`config.mk`:
```
export PLATFORM = sky130hd
export DESIGN_NAME = mem_ctrl
export DESIGN_NICKNAME = d
export VERILOG_FILES = /design/src/rtl/mem_ctrl_pkg.sv /design/src/rtl/mem_ctrl.sv
export SDC_FILE = /design/constraint.sdc
export NUM_CORES = 1
export LEC_CHECK = 0
export ABC_AREA = 1
export CAP_MARGIN = 10
export CORE_ASPECT_RATIO = 1.75
export CORE_MARGIN = 2
export CORE_UTILIZATION = 45
export DETAILED_ROUTE_END_ITERATION = 12
export PLACE_DENSITY = 0.75
export SKIP_LAST_GASP = 1
export SLEW_MARGIN = 20
export SYNTH_ARGS = -nofsm -noshare
export SYNTH_HDL_FRONTEND = slang
export SYNTH_SLANG_ARGS = --single-unit
```
`constraint.sdc`:
```
create_clock -name clk_in -period 2 [get_ports clk_in]
set_input_delay 0.5 -clock clk_in [delete_from_list [all_inputs] [get_ports clk_in]]
set_output_delay 0.5 -clock clk_in [all_outputs]
set_load 0.03 [all_outputs]
```
`src/rtl/mem_ctrl_pkg.sv`:
```
// mem_ctrl_pkg: shared definitions for the memory controller.
//   - lsb_type_e   : load/store type encodings used by the LSB interface
//   - state_e      : controller FSM states
//   - MEM_IO_BASE  : first I/O-mapped byte address
//   - access_size  : number of bytes moved for a given type
//   - extend_load  : sign/zero extension of an assembled load word
package mem_ctrl_pkg;

    localparam logic [31:0] MEM_IO_BASE = 32'h0003_0000;

    typedef enum logic [3:0] {
        LSB_LB  = 4'b0000,
        LSB_LH  = 4'b0001,
        LSB_LW  = 4'b0010,
        LSB_LBU = 4'b0100,
        LSB_LHU = 4'b0101,
        LSB_SB  = 4'b1000,
        LSB_SH  = 4'b1001,
        LSB_SW  = 4'b1010
    } lsb_type_e;

    typedef enum logic [1:0] {
        ST_IDLE,
        ST_LOAD,
        ST_STORE,
        ST_FETCH
    } state_e;

    // Size is encoded in the low two bits for every load and store type.
    function automatic logic [2:0] access_size(input logic [1:0] size_bits);
        case (size_bits)
            2'b00:   access_size = 3'd1;
            2'b01:   access_size = 3'd2;
            default: access_size = 3'd4;
        endcase
    endfunction

    // type_low = lsb_type[2:0]; bit 2 set means unsigned.
    function automatic logic [31:0] extend_load(input logic [31:0] word,
                                                input logic [2:0]  type_low);
        case (type_low[1:0])
            2'b00:   extend_load = type_low[2] ? {24'h0, word[7:0]}
                                               : {{24{word[7]}}, word[7:0]};
            2'b01:   extend_load = type_low[2] ? {16'h0, word[15:0]}
                                               : {{16{word[15]}}, word[15:0]};
            default: extend_load = word;
        endcase
    endfunction

endpackage

```
`src/rtl/mem_ctrl.sv`:
```
// mem_ctrl: serializes LSB loads/stores and instruction fetches onto a
// byte-wide RAM bus, one byte per cycle, little-endian.
//
// Ports:
//   clk_in, rst_in (sync, active high), rdy_in (global enable), clear (flush)
//   mem_din / mem_dout / mem_a / mem_wr : byte RAM bus (read data lags address
//                                         by one cycle)
//   io_buffer_full                      : I/O sink back-pressure
//   if_enable / if_addr -> if_finished / if_data           : word fetch port
//   ls_enable / addr / store_val / lsb_type -> ls_finished / load_val : LSB port
module mem_ctrl
    import mem_ctrl_pkg::*;
#(
    parameter logic [31:0] IO_BASE = MEM_IO_BASE
) (
    input  logic        clk_in,
    input  logic        rst_in,
    input  logic        rdy_in,
    input  logic        clear,
    input  logic [7:0]  mem_din,
    output logic [7:0]  mem_dout,
    output logic [31:0] mem_a,
    output logic        mem_wr,
    input  logic        io_buffer_full,
    input  logic        if_enable,
    input  logic [31:0] if_addr,
    output logic        if_finished,
    output logic [31:0] if_data,
    input  logic        ls_enable,
    input  logic [31:0] addr,
    input  logic [31:0] store_val,
    input  logic [3:0]  lsb_type,
    output logic        ls_finished,
    output logic [31:0] load_val
);

    state_e      state_reg;
    logic [2:0]  k_reg;          // byte index within the access
    logic [2:0]  n_reg;          // access size in bytes
    logic [31:0] base_reg;
    logic [2:0]  type_reg;       // signedness + size of the pending load
    logic [23:0] sv_reg;         // store bytes not yet placed on mem_dout
    logic [23:0] assm_reg;       // load bytes gathered so far (top-aligned)
    logic        suppress_reg;   // store was flushed: finish without a pulse
    logic [31:0] mem_a_reg;
    logic [7:0]  mem_dout_reg;
    logic        if_finished_reg;
    logic [31:0] if_data_reg;
    logic        ls_finished_reg;
    logic [31:0] load_val_reg;

    logic        ls_req;
    logic        if_req;
    logic        io_stall;
    logic        write_go;
    logic [31:0] capture_word;
    logic [5:0]  shamt;
    logic [31:0] aligned_word;
    logic [2:0]  k_next;

    // A finish pulse means the requester still holds its enable this cycle;
    // that stale level must not start a second access.
    assign ls_req = ls_enable && !ls_finished_reg;
    assign if_req = if_enable && !if_finished_reg;

    // The write strobe is combinational so that a store byte lands in the
    // very cycle the I/O sink frees up. It is gated by rdy_in so a frozen
    // controller never repeats a write into the I/O sink.
    assign io_stall = (mem_a_reg >= IO_BASE) && io_buffer_full;
    assign write_go = (state_reg == ST_STORE) && rdy_in && !io_stall;

    // Bytes arrive in address order, so shifting each new byte in at the top
    // leaves byte 0 lowest once the access completes; the final shift drops
    // the unused low lanes for sub-word accesses.
    assign capture_word = {mem_din, assm_reg};
    assign shamt        = 6'd32 - {n_reg, 3'b000};
    assign aligned_word = capture_word >> shamt;
    assign k_next       = k_reg + 3'd1;

    always_ff @(posedge clk_in) begin
        if (rst_in) begin
            state_reg       <= ST_IDLE;
            k_reg           <= 3'd0;
            n_reg           <= 3'd1;
            base_reg        <= 32'h0;
            type_reg        <= 3'd0;
            sv_reg          <= 24'h0;
            assm_reg        <= 24'h0;
            suppress_reg    <= 1'b0;
            mem_a_reg       <= 32'h0;
            mem_dout_reg    <= 8'h0;
            if_finished_reg <= 1'b0;
            if_data_reg     <= 32'h0;
            ls_finished_reg <= 1'b0;
            load_val_reg    <= 32'h0;
        end else if (rdy_in) begin
            if_finished_reg <= 1'b0;
            ls_finished_reg <= 1'b0;

            case (state_reg)
                ST_IDLE: begin
                    if (!clear) begin
                        if (ls_req) begin
                            base_reg     <= addr;
                            type_reg     <= lsb_type[2:0];
                            n_reg        <= access_size(lsb_type[1:0]);
                            k_reg        <= 3'd0;
                            mem_a_reg    <= addr;
                            suppress_reg <= 1'b0;
                            if (lsb_type[3]) begin
                                state_reg    <= ST_STORE;
                                mem_dout_reg <= store_val[7:0];
                                sv_reg       <= store_val[31:8];
                            end else begin
                                state_reg <= ST_LOAD;
                            end
                        end else if (if_req) begin
                            base_reg  <= if_addr;
                            n_reg     <= 3'd4;
                            k_reg     <= 3'd0;
                            mem_a_reg <= if_addr;
                            state_reg <= ST_FETCH;
                        end
                    end
                end

                ST_LOAD, ST_FETCH: begin
                    if (clear) begin
                        state_reg <= ST_IDLE;
                        mem_a_reg <= 32'h0;
                    end else begin
                        // Index k > 0 sees the byte addressed in cycle k-1.
                        if (k_reg != 3'd0) begin
                            assm_reg <= capture_word[31:8];
                        end
                        if (k_reg == n_reg) begin
                            state_reg <= ST_IDLE;
                            mem_a_reg <= 32'h0;
                            if (state_reg == ST_LOAD) begin
                                ls_finished_reg <= 1'b1;
                                load_val_reg    <= extend_load(aligned_word, type_reg);
                            end else begin
                                if_finished_reg <= 1'b1;
                                if_data_reg     <= aligned_word;
                            end
                        end else begin
                            k_reg     <= k_next;
                            mem_a_reg <= (k_next < n_reg) ? base_reg + {29'h0, k_next}
                                                          : 32'h0;
                        end
                    end
                end

                ST_STORE: begin
                    // The ROB has committed this store: a flush only hides
                    // the completion pulse, the bytes still go out.
                    if (clear) begin
                        suppress_reg <= 1'b1;
                    end
                    if (write_go) begin
                        if (k_next == n_reg) begin
                            state_reg       <= ST_IDLE;
                            mem_a_reg       <= 32'h0;
                            mem_dout_reg    <= 8'h0;
                            ls_finished_reg <= !(suppress_reg || clear);
                            load_val_reg    <= 32'h0;
                        end else begin
                            k_reg        <= k_next;
                            mem_a_reg    <= base_reg + {29'h0, k_next};
                            mem_dout_reg <= sv_reg[7:0];
                            sv_reg       <= {8'h0, sv_reg[23:8]};
                        end
                    end
                end

                default: begin
                    state_reg <= ST_IDLE;
                    mem_a_reg <= 32'h0;
                end
            endcase
        end
    end

    assign mem_a       = mem_a_reg;
    assign mem_dout    = mem_dout_reg;
    assign mem_wr      = write_go;
    assign if_finished = if_finished_reg;
    assign if_data     = if_data_reg;
    assign ls_finished = ls_finished_reg;
    assign load_val    = load_val_reg;

endmodule

```
# Word-level counts from Yosys, hierarchy flattened
# Index checks and enable logic that the tools add are counted.
# word_totals
register_bits,198
word_cells,135
output_inout_bits,107
ram_bits,0
rom_bits,0
mem_count,0
latch_bits,0
# op_classes
n_bitwise,2
shift,1
multipliers,0
div_mod_pow,0
reduce_logical,29
n_eq_ne,20
add_sub_neg,3
order_cmp,2
mux,64
# op_table
op,count
$mux 32,15
$pmux 32 s2,2
$mux 24,5
$pmux 32 s3,1
$pmux 24 s2,1
$mux 8,5
$add 32x3->32,1
$ge 32x18->1 const B,1
$shr 32x6->32,1
$mux 3,9
$reduce_and 7->1,3
$ne 2x2->1 const B,10
$mux 2,8
$pmux 8 s2,1
$reduce_and 4->1,4
$mux 1,12
$reduce_and 6->1,2
$reduce_and 5->1,2
$pmux 3 s3,1
$eq 2x1->1 const B,3
$eq 3x3->1,2
$logic_not 2->1,3
$ne 3x3->1 const B,2
$pmux 2 s3,1
14 further kinds,26

# Depth between registers and ports, before layout
# Gate-level depths: netlist of the first run.
# depth
word_depth,8
mapped_depth,15
mapped_depth_nobuf,15

# Worst setup path before layout of the first run
# No wires, ideal clock.
# synth_path
path_type,reg2reg
from,register k_reg[0]
to,register mem_a_reg[15] (netlist: mem_a[15])
t_arrival_ns,2.050
t_required_ns,1.930
period_less_slack_ns,2.120
path_slack_ns,-0.120
stages_incl_launch_ff,13
setup_time_ns,0.070
cell_sequence,dfxtp_1 > inv_1 > ha_1 > ha_1 > nand2_1 > inv_1 > nand2_1 > nand2_1 > nand2_1 > nor2_1 > or2_2 > nand3_1 > a21oi_1
# synth_via
elab_chain_len,6
elab_cells_between_ends,11
cone_classes,2 x add/sub; 1 x order compare; 2 x eq/ne; 6 x mux
# synth_rtl
element,line_no,text
"start, declared",mem_ctrl.sv:38,logic [2:0] k_reg;
"start signal, assigned",mem_ctrl.sv:147,k_reg <= k_next;
"start signal, assigned",mem_ctrl.sv:168,k_reg <= k_next;
$add 3x1->3,mem_ctrl.sv:78,assign k_next = k_reg + 3'd1;
$add 32x3->32 or $lt 3x3->1 (tied branches),"mem_ctrl.sv:148, mem_ctrl.sv:169",
$mux 32,mem_ctrl.sv:148,"mem_a_reg <= (k_next < n_reg) ? base_reg + {29'h0, k_next}"
$mux 32,mem_ctrl.sv:136,if (k_reg == n_reg) begin
$mux 32,mem_ctrl.sv:128,if (clear) begin
$pmux 32 s3 (*),mem_ctrl.sv:100,case (state_reg)
"end signal, assigned",mem_ctrl.sv:108,mem_a_reg <= addr;
"end signal, assigned",mem_ctrl.sv:121,mem_a_reg <= if_addr;
"end signal, assigned",mem_ctrl.sv:148,
"end, declared",mem_ctrl.sv:45,logic [31:0] mem_a_reg;
# Every way passes the cells marked *; elsewhere a longest branch is shown, timed or not. The select of a mux whose other input is x is not followed.
# A chain may end at the register's enable or synchronous reset.

# Worst setup path after layout of the first run
# layout_path
from,register k_reg[0]
to,register sv_reg[9]
# layout_via
elab_chain_len,4
# layout_rtl
element,line_no,text
$add 3x1->3,mem_ctrl.sv:78,
$eq 3x3->1,mem_ctrl.sv:161,if (k_next == n_reg) begin
$ne 2x2->1 (no line),--,
$reduce_and 7->1 (no line),--,
"end signal, assigned",mem_ctrl.sv:113,sv_reg <= store_val[31:8];
"end signal, assigned",mem_ctrl.sv:171,"sv_reg <= {8'h0, sv_reg[23:8]};"
"end, declared",mem_ctrl.sv:42,logic [23:0] sv_reg;
# No other way between the ends.

==> results.yml, run 1 <==
sta:
  setup_slack_ns: -0.3500
  max_freq_ghz: 0.4255
  final_max_slew_viol_count: 0
  setup_viol: 142
  tightest_slew_ns: 0.5672
  rsz0062_at_grt: "true"
  hold_viol: 0
  skew_ns: 0.01268
  fin_crit_ns: 2.350
  slew_headroom_pct: 62.19
  whs_ns: 0.4544
  finalCritPeriodShare_pct: 117.5
global_routing:
  grt_pass1_wl_mm: 58.00
  grt_use_total_pct: 30.49
  gr-total-overflow: 0
  antenna_found_initial: 0
  grt_pass1_vias: 11190
  grt_max_degree: 105
floorplan:
  io_pins: 222
  die_area_sq_um: 23950
  fp-row-count: 72
  die_x_um: 117.8
  core_sq_um: 22160
  die_h_um: 203.2
  start_util_pct: 46.05
setup_path:
  end_kind: "register"
  crit_path_top_delay_cell: "dfxtp_4"
  critPathMaxFanout: 6
  critPathTopFamily: "simple AND/OR/NAND/NOR gates"
  crit_type: "register to register"
  crit_required_ns: 2.34
  crit_buf_inv: 4
  setup.worst_path.start_class: "register"
  cp.arrival_ns: 2.69
  max_stage_delay_ns: 0.37
  path_cells: "ha_4 -> xor2_2 -> buf_4 -> ha_4 -> nand3_4 -> buf_6 -> nor2_4 -> nand3b_4 -> buf_12 -> clkbuf_16 -> nand2_2 -> nand2_1 -> nor2_1"
  cp_common_cell: "ha_4"
layout:
  num-fill-cells: 1675
  nNetsFinal: 2001
  diodes: 0
  drive_gt1_share_pct: 25.25
  multiInputGateArea_sq_um: 6596
  seq_area_sq_um: 3980
  utilization_pct: 72.82
  area_growth_pct: 58.13
clock_tree:
  clk_latency_ns: 0.45
  cts-htree-levels: 4
  cts_tree: "yes"
  cts_hold_buf: 0
  cts_buffers: 17
  root_buffer: "clkbuf_16"
  clk_pin_slew_ns: 0.08
  clockBufferDepth: 2
  cts.sinks: 198
routing:
  drcViolationCount: 0
  firstDrtPassIters: 7
  drt_iter0_markers: 864
  routedWlPerCell_um: 19.14
  wl_mm: 41.81
  viasPerCell: 5.537
  via_count: 12100
  ant_nets: 0
logic_synthesis:
  syn_inst: 1554
  ys_seq_elements: 198
  syn_nets: 1679
  synth_cell_types: 47
  yosysWarnings: 0
  synth_async_sr_flop_share_pct: 0
  synth-edff-count: 0
  avgSynthCellArea_sq_um: 6.567
  synth_area_sq_um: 10200
  ys.flop_type: "dfxtp_1"
  ys_seq_area_share_pct: 38.84
run_status:
  status: "finished, violations left"
  violations: "setup timing"
power_and_ir_drop:
  powerDensity_nw_per_um2: 1044
  ir_drop_mv: 0.7761
  cellLeakagePower_nw: 7.093
placed_design:
  gp_congestion: 1.006
  numPortBuffers: 221
  hpwl_mm: 26.31
run:
  drv_cap: 0
min_path:
  worstHoldPathType: "register to register"
==> logic make-up (layout without fill, tap and decap cells) <==
kind of cell | after synthesis | in the layout | synth area share (%)
simple gates | 794 | 795 | 32.33
compound gates | 316 | 316 | 16.06
buf+inv | 203 | 537 | 8.411
flops | 198 | 198 | 38.84
mux | 18 | 18 | 1.766
xor+xnor | 15 | 15 | 1.287
fa+ha+maj | 10 | 10 | 1.300
==> metal layers <==
layer | GRT usage [%] | vias to the layer above | wire length [um]
met4 | 21.60 | 0 | 3925
met1 | 29.93 | 5649 | 13760
met2 | 57.97 | 588 | 21880
li1 | - | 5644 | -
met3 | 4.251 | 217 | 2242
met5 | 0 | - | 0
==> stage by stage <==
step / area [sq um] / TNS, ns / power (mW) / cells / worst slack (ns)
2_1_floorplan: 10260 / -0.02739 / 8.616 / 1554 / -0.01709
3_3_place_gp: 13560 / -42.61 / 11.10 / 2108 / -0.3620
3_5_place_dp: 13560 / -50.27 / 11.21 / 2108 / -0.4042
4_1_cts: 14690 / -9.270 / 15.45 / 2163 / -0.2020
5_1_grt: 16140 / -26.35 / 17.57 / 2185 / -0.4290
6_report: 16140 / -15.97 / 16.84 / 2185 / -0.3500
==> where the power goes <==
group          leakage [nW]  internal (mW)  switching, mW
Combinational          5.18           3.41           4.79
Sequential             1.61           4.52          0.485
Clock                 0.302           1.95           1.69
Total                  7.09           9.88           6.97
==> worst paths after layout <==
check / from / endpoint / slack [ns] / cells after the start
worst min register to register: if_data[6] / if_data[6] / 0.45 / 2
worst min-delay path: if_data[6] / if_data[6] / 0.45 / 2
worst max register to register: k_reg[0] / sv_reg[9] / -0.35 / 13
worst max-delay path: k_reg[0] / sv_reg[9] / -0.35 / 13
==> cells in the final DEF, fill, tap and decap left out, types with 28 or more instances in the layout <==
master           netlist  layout
inv_1                103      95
dlygate4sd2_1          0      47
clkdlybuf4s50_1        0     150
nor2_1               253     221
a21oi_1              175     105
nand2_1              416     346
o21ai_0              112      81
a21oi_2                1      67
o21ai_1               11      33
buf_4                  7     102
buf_6                  4      32
clkbuf_16              0      28
nand4_1               32      32
nand2_2                8      34
dfxtp_1              198     189
nand2_4                1      45
nand3_1               51      40
==> worst reg2reg max path: cells and delay by family (launching register included) <==
family / cells / cell delay (ns)
flops: 1 / 0.37
buf+inv: 4 / 0.61
simple gates: 6 / 0.66
xor+xnor: 1 / 0.14
fa+ha+maj: 2 / 0.47
==> layout make-up <==
type                       count  share of cell area, %
clock inverter                13                 0.9615
clock buffer                  19                  2.807
sequential                   198                  24.66
inverter                     113                  2.745
timing repair inverter         1                0.05428
tap                          296                  2.295
timing repair buffer         391                  25.60
multi-input combinational   1154                  40.88
==> Yosys cell counts, types with 2 or more instances <==
cell type	instances	area, sq um
nand3_1	51	255.2
clkbuf_1	48	180.2
inv_1	103	386.6
nand4_1	32	200.2
o211ai_1	3	22.52
nor2_1	253	949.7
mux2i_1	18	180.2
xnor2_1	3	26.28
o21ai_0	112	560.5
or2_2	9	56.30
nor3_4	2	32.53
a31oi_1	7	43.79
buf_4	7	52.55
a21oi_1	175	875.8
xor2_1	12	105.1
ha_1	9	112.6
inv_4	3	18.77
inv_2	6	22.52
nand3b_1	3	22.52
o21ai_1	11	55.05
buf_1	6	22.52
buf_2	25	125.1
nor3_1	5	25.02
nand2_2	8	50.05
buf_6	4	45.04
o21ai_2	2	17.52
or2_0	5	31.28
dfxtp_1	198	3964
nand2_1	416	1562
==> timing repair <==
item | 4_1_cts | 5_1_grt
pin swaps | 27 | 126
endpoints found under the setup margin | 161 | 161
cloned | 7 | 13
buffers inserted | 17 | 15
resized for setup | 115 | 337
(Power assumes the default switching activity.)
==> run 2, diff against run 1 <==
--- a/config.mk
+++ b/config.mk
@@ -11,7 +11,7 @@
 export CORE_MARGIN = 2
 export CORE_UTILIZATION = 45
 export DETAILED_ROUTE_END_ITERATION = 12
-export PLACE_DENSITY = 0.75
+export PLACE_DENSITY = 0.72
 export SKIP_LAST_GASP = 1
 export SLEW_MARGIN = 20
 export SYNTH_ARGS = -nofsm -noshare
==> constraint.sdc (replaced) <==
create_clock -name clk_in -period 2.2 [get_ports clk_in]
set_input_delay 0.55 -clock clk_in [delete_from_list [all_inputs] [get_ports clk_in]]
set_output_delay 0.55 -clock clk_in [all_outputs]
set_load 0.03 [all_outputs]
==> run 2 against run 1 <==
  * The run now ends clean
  * Routed wire length shrank 16%
  * Fmax grew 7.3%
  * Register-to-register slack gained 0.36 ns
  * Critical path depth grew 2
  * Non-clock buffer count shrank 48
  * Critical path type unchanged
  * Largest power group unchanged
==> results.yml, run 2 (synthesis results as in run 1) <==
setup_path:
  ff2ff_setup_slack_ns: 0.009
  r2r-start: "k_reg[0]"
  critPathTopFamily: "simple AND/OR/NAND/NOR gates"
  end_kind: "register"
  max_stage_delay_ns: 0.36
  crit_path_top_delay_cell: "dfxtp_4"
  cp_common_cell: "buf_4"
  crit_buf_inv: 4
  ff2ff_path_depth: 15
  crit_type: "register to register"
  path_cells: "ha_4 -> xor2_4 -> ha_4 -> nand2_1 -> inv_1 -> nand2_1 -> nand2_4 -> nand2_2 -> buf_4 -> buf_4 -> buf_4 -> xor2_1 -> nor2_1 -> nor2_1 -> a21oi_1"
  reg2reg_to: "mem_a[5]"
  crit_required_ns: 2.59
  cp.arrival_ns: 2.58
  critPathMaxFanout: 4
  setup.worst_path.start_class: "register"
  cp-startpoint: "k_reg[0]"
clock_tree:
  cts-htree-levels: 4
  cts_hold_buf: 0
  clk_latency_ns: 0.45
  clk_pin_slew_ns: 0.07
  cts.sinks: 198
  clockBufferDepth: 2
  root_buffer: "clkbuf_16"
  cts_tree: "yes"
  cts_buffers: 17
layout:
  diodes: 0
  final_cells: 2133
  num-fill-cells: 2040
  most-common-layout-cells: "nand2_1, nor2_1, clkdlybuf4s50_1"
  final_common_cell: "nand2_1"
  area_growth_pct: 40.36
  drive_gt1_share_pct: 13.45
  nNetsFinal: 1951
  utilization_pct: 64.63
  seq_area_sq_um: 3978
  multiInputGateArea_sq_um: 5632
sta:
  finalCritPeriodShare_pct: 99.59
  setup_viol: 0
  tns_ns: 0
  final_max_slew_viol_count: 0
  slew_headroom_pct: 60.82
  whs_ns: 0.4454
  rsz0062_at_grt: "true"
  tightest_slew_ns: 0.5869
  max_freq_ghz: 0.4564
  fin_crit_ns: 2.191
  skew_ns: 0.008561
  hold_viol: 0
global_routing:
  grt_pass1_wl_mm: 54.07
  grtUsageMet2_pct: 56.29
  grt_pass1_vias: 10430
  met3_usage_pct: 4.698
  antenna_found_initial: 0
  gr-total-overflow: 0
  grt_use_total_pct: 28.71
  grt_max_degree: 49
  use_met1_pct: 27.91
  busiest_layer: "met2"
routing:
  drt_iter0_markers: 620
  via_count: 11070
  drcViolationCount: 0
  ant_nets: 0
  firstDrtPassIters: 5
  wl_mm: 35.15
  viasPerCell: 5.190
  routedWlPerCell_um: 16.48
floorplan:
  core_sq_um: 22160
  die_h_um: 203.2
  die_x_um: 117.8
  io_pins: 222
  start_util_pct: 46.05
  fp-row-count: 72
  die_area_sq_um: 23950
min_path:
  worstHoldStart: "if_data[0]"
  holdPathStages: 2
  worstHoldPathType: "register to register"
  whs_endpoint: "if_data[0]"
run:
  drv_cap: 0
placed_design:
  gp_congestion: 0.9831
  hpwl_mm: 25.94
  numPortBuffers: 221
  dp_cells: 2093
power_and_ir_drop:
  powerDensity_nw_per_um2: 919.4
  p_total_mw: 13.17
  ir_drop_mv: 0.6456
  cellLeakagePower_nw: 5.955
run_status:
  status: "finished clean"
-- run 2: power by group --
| group | total [mW] | switching (mW) | internal [mW] | leakage, nW |
|---|---|---|---|---|
| Combinational | 5.68 | 3.43 | 2.25 | 4.08 |
| Sequential | 4.50 | 0.393 | 4.11 | 1.61 |
| Clock | 2.99 | 1.39 | 1.60 | 0.262 |
-- run 2: worst max path at each step --
| stage | end | slack [ns] | depth (start not counted) |
|---|---|---|---|
| after floorplan | mem_a[15] | 0.08 | 12 |
| after global routing | mem_a[25] | -0.11 | 15 |
| after global placement | mem_a[1] | -0.25 | 9 |
| after detailed placement | mem_a[1] | -0.31 | 9 |
| final | mem_a[5] | 0.009 | 15 |
| after CTS | mem_wr | -0.003 | 8 |
-- run 2: area by class of cell --
| class | count | area share [%] |
|---|---|---|
| Sequential cell | 198 | 27.77 |
| Clock buffer | 22 | 3.241 |
| Timing Repair Buffer | 343 | 23.52 |
| Inverter | 113 | 3.022 |
| Clock inverter | 8 | 0.5416 |
| Tap cell | 296 | 2.586 |
| Multi-Input combinational cell | 1153 | 39.32 |
-- run 2: through the flow --
stage	cell area (sq um)	setup slack [ns]
after floorplan	10200	0.07980
after global placement	13400	-0.2530
after detailed placement	13400	-0.3091
after CTS	14090	-0.003264
after global routing	14320	-0.1140
final	14320	0.009085
-- run 2: worst min-delay path, stage by stage, from the launching register on --
cell	delay, ns
dfxtp_1	0.31
inv_1	0.04
a21oi_1	0.05
-- run 2: routing by layer --
layer	wire, um	share of wire [%]	vias to the layer above
met4	1938	5.5	0
met3	1707	4.9	98
li1	-	-	5536
met2	19380	55	370
met1	12130	34	5066
met5	0	0	-
-- run 2: what timing repair did --
| action | CTS | global route |
|---|---|---|
| gates cloned | 0 | 2 |
| hold endpoints to repair | 0 | 0 |
| resized for setup | 32 | 45 |
| pin swaps | 16 | 15 |
| buffers inserted | 5 | 4 |
| setup endpoints to repair | 26 | 51 |
==> run 3, diff against run 2 <==
--- a/config.mk
+++ b/config.mk
@@ -5,13 +5,14 @@
 export SDC_FILE = /design/constraint.sdc
 export NUM_CORES = 1
 export LEC_CHECK = 0
-export ABC_AREA = 1
+export ABC_AREA = 0
 export CAP_MARGIN = 10
 export CORE_ASPECT_RATIO = 1.75
 export CORE_MARGIN = 2
 export CORE_UTILIZATION = 45
 export DETAILED_ROUTE_END_ITERATION = 12
-export PLACE_DENSITY = 0.72
+export GPL_TIMING_DRIVEN = 0
+export PLACE_DENSITY = 0.74
 export SKIP_LAST_GASP = 1
 export SLEW_MARGIN = 20
 export SYNTH_ARGS = -nofsm -noshare
==> run 3 against run 2 <==
  * Critical path depth fell by 9
  * Largest power group is now registers
  * Sequential power fell by 15%
  * Count of clock-buffer cells in the layout fell by 4
  * Power fell by 32%
  * The flow now finishes with violations (setup timing)
  * Clock power rose by 11%
  * Via count fell by 14%
==> results.yml, run 3 <==
logic_synthesis:
  synth_top_area_share_pct: 43.14
  synthXorXnorAreaFrac_pct: 3.323
  synth-adder-area-share_pct: 1.444
  synth-simple-area-share_pct: 18.58
  synth_async_sr_flop_share_pct: 0
  avgSynthCellArea_sq_um: 8.240
  ys_seq_elements: 198
  ys.flop_type: "dfxtp_1"
  synth-compound-area-share_pct: 23.48
  synth-edff-count: 0
  syn_nets: 1240
  synth.area.mux_share_pct: 5.461
  synth_top_family_by_area: "compound AO/OA/AOI/OAI gates"
  yosysWarnings: 0
  syn_inst: 1115
  synth_area_sq_um: 9188
  yosysMostFrequentCell: "dfxtp_1"
  ys_seq_area_share_pct: 43.14
  yosys-top-cells-count: "dfxtp_1, nand2_1, nor2_1, a21oi_1, o21ai_0"
  netlist.top_cell.by_area: "dfxtp_1"
  ys_top_cells_by_area: "dfxtp_1, a21oi_1, nand2_1, nor2_1, mux2i_1"
  synth_cell_types: 62
placed_design:
  hpwl_mm: 25.10
  dp_cells: 1583
  numPortBuffers: 220
  pre_cts_slack_ns: -0.9210
  gp_congestion: 1.007
  place_area_sq_um: 11840
run_status:
  violations: "setup timing"
  status: "finished, violations left"
setup_path:
  path_cells: "or4_4 -> o41ai_4 -> buf_6 -> nand3_4 -> inv_4 -> buf_6"
  critPathMaxFanout: 2
  cp_common_cell: "buf_6"
  crit_path_top_delay_cell: "or4_4"
  setup.worst_path.start_class: "register"
  end_kind: "output port"
  max_stage_delay_ns: 0.56
  r2r-start: "mem_a[29]"
  crit_required_ns: 1.65
  crit_type: "register to output port"
  ff2ff_path_depth: 9
  ff2ff_setup_slack_ns: -0.44
  reg2reg_to: "load_val[28]"
  cp.arrival_ns: 2.21
sta:
  setup_viol: 101
  skew_ns: 0.01164
  setup_slack_ns: -0.5626
  fin_crit_ns: 2.763
  tightest_slew_ns: 0.7276
  whs_ns: 0.4561
  hold_viol: 0
  rsz0062_at_grt: "true"
  max_freq_ghz: 0.3620
  slew_headroom_pct: 51.49
  tns_ns: -29.08
  finalCritPeriodShare_pct: 125.6
  final_max_slew_viol_count: 0
clock_tree:
  cts_buffers: 17
  cts.sinks: 198
  cts_hold_buf: 0
  clockBufferDepth: 2
  cts_tree: "yes"
  root_buffer: "clkbuf_16"
  clk_pin_slew_ns: 0.07
  clk_latency_ns: 0.45
  cts-htree-levels: 4
layout:
  seq_area_sq_um: 3986
  most-common-layout-cells: "clkdlybuf4s50_1, dfxtp_1, nand2_1"
  final_common_cell: "clkdlybuf4s50_1"
  nNetsFinal: 1520
  area_growth_pct: 45.54
  final_cell_area_sq_um: 13370
  multiInputGateArea_sq_um: 5169
  num-fill-cells: 1651
  final_cells: 1659
  utilization_pct: 66.19
  drive_gt1_share_pct: 14.56
min_path:
  whs_endpoint: "load_val[2]"
  holdPathStages: 2
  worstHoldStart: "load_val[2]"
  worstHoldPathType: "register to register"
global_routing:
  antenna_found_initial: 3
  grt_use_total_pct: 30.23
  grt_max_degree: 19
  gr-total-overflow: 0
  grt_pass1_vias: 9338
  grt_pass1_wl_mm: 50.60
power_and_ir_drop:
  cellLeakagePower_nw: 5.140
  ir_drop_mv: 0.5232
  powerDensity_nw_per_um2: 665.0
  p_total_mw: 8.892
floorplan:
  die_x_um: 112.0
  die_h_um: 193.0
  die_area_sq_um: 21620
  core_sq_um: 20200
  start_util_pct: 45.48
  io_pins: 222
  fp-row-count: 69
routing:
  viasPerCell: 5.723
  drt_iter0_markers: 751
  firstDrtPassIters: 6
  via_count: 9495
  ant_nets: 0
  routedWlPerCell_um: 20.24
  drcViolationCount: 0
  wl_mm: 33.58
run:
  drv_cap: 0
==> run 3: cell types whose count changed after synthesis, moves of 26 or more <==
cell | before | now
a21oi_1 | 175 | 133
mux2i_1 | 18 | 49
a22o_1 | 0 | 32
o21ai_0 | 112 | 65
a211oi_1 | 1 | 45
inv_1 | 103 | 12
nor2_1 | 253 | 138
nand2_1 | 416 | 157
nand3_1 | 51 | 25
==> run 3: logic make-up after synthesis <==
group	count (synthesis)
simple gates	388
compound gates	337
flops	198
buf+inv	98
mux	50
xor+xnor	34
fa+ha+maj	10
==> run 3: how the worst max path moves through the flow <==
stage | from | endpoint | slack (ns)
global placement | mem_din[7] | load_val[24] | -0.88
global route | mem_a[29] | mem_wr | -0.60
floorplan | n_reg[0] | load_val[22] | -0.1
finish | mem_a[29] | mem_wr | -0.56
detailed placement | mem_din[7] | load_val[24] | -0.92
CTS | mem_a[29] | mem_wr | -0.52
==> run 3: cell type report <==
type | count | area share [%]
antenna | 3 | 0.05614
clock inverter | 14 | 1.441
clock buffer | 18 | 3.210
inverter | 14 | 0.5053
buffer | 81 | 4.314
sequential | 198 | 29.81
timing repair buffer | 264 | 19.69
tap | 248 | 2.321
multi-input combinational | 819 | 38.65
==> run 3: power breakdown <==
| group | switching (mW) | internal [mW] |
|---|---|---|
| registers | 0.119 | 3.71 |
| logic | 0.965 | 0.779 |
| clock network | 1.49 | 1.83 |
| total | 2.57 | 6.32 |
==> run 3: worst max-delay path, delay by kind of cell (launching register included) <==
| family | cells | cell delay, ns |
|---|---|---|
| simple gates | 2 | 0.65 |
| buf+inv | 3 | 0.40 |
| compound gates | 1 | 0.38 |
| flops | 1 | 0.32 |
==> run 3: metal layers <==
layer  routed length, um  track usage, %
met5                   0               0
met4                2630           22.75
met3                1888           5.470
met2               17810           56.50
met1               11250           29.36
==> run 3: repair_timing <==
item	CTS	global route
setup endpoints to repair	197	169
cloned	4	3
pin swaps	35	14
setup buffers	20	17
gates resized for setup	104	61
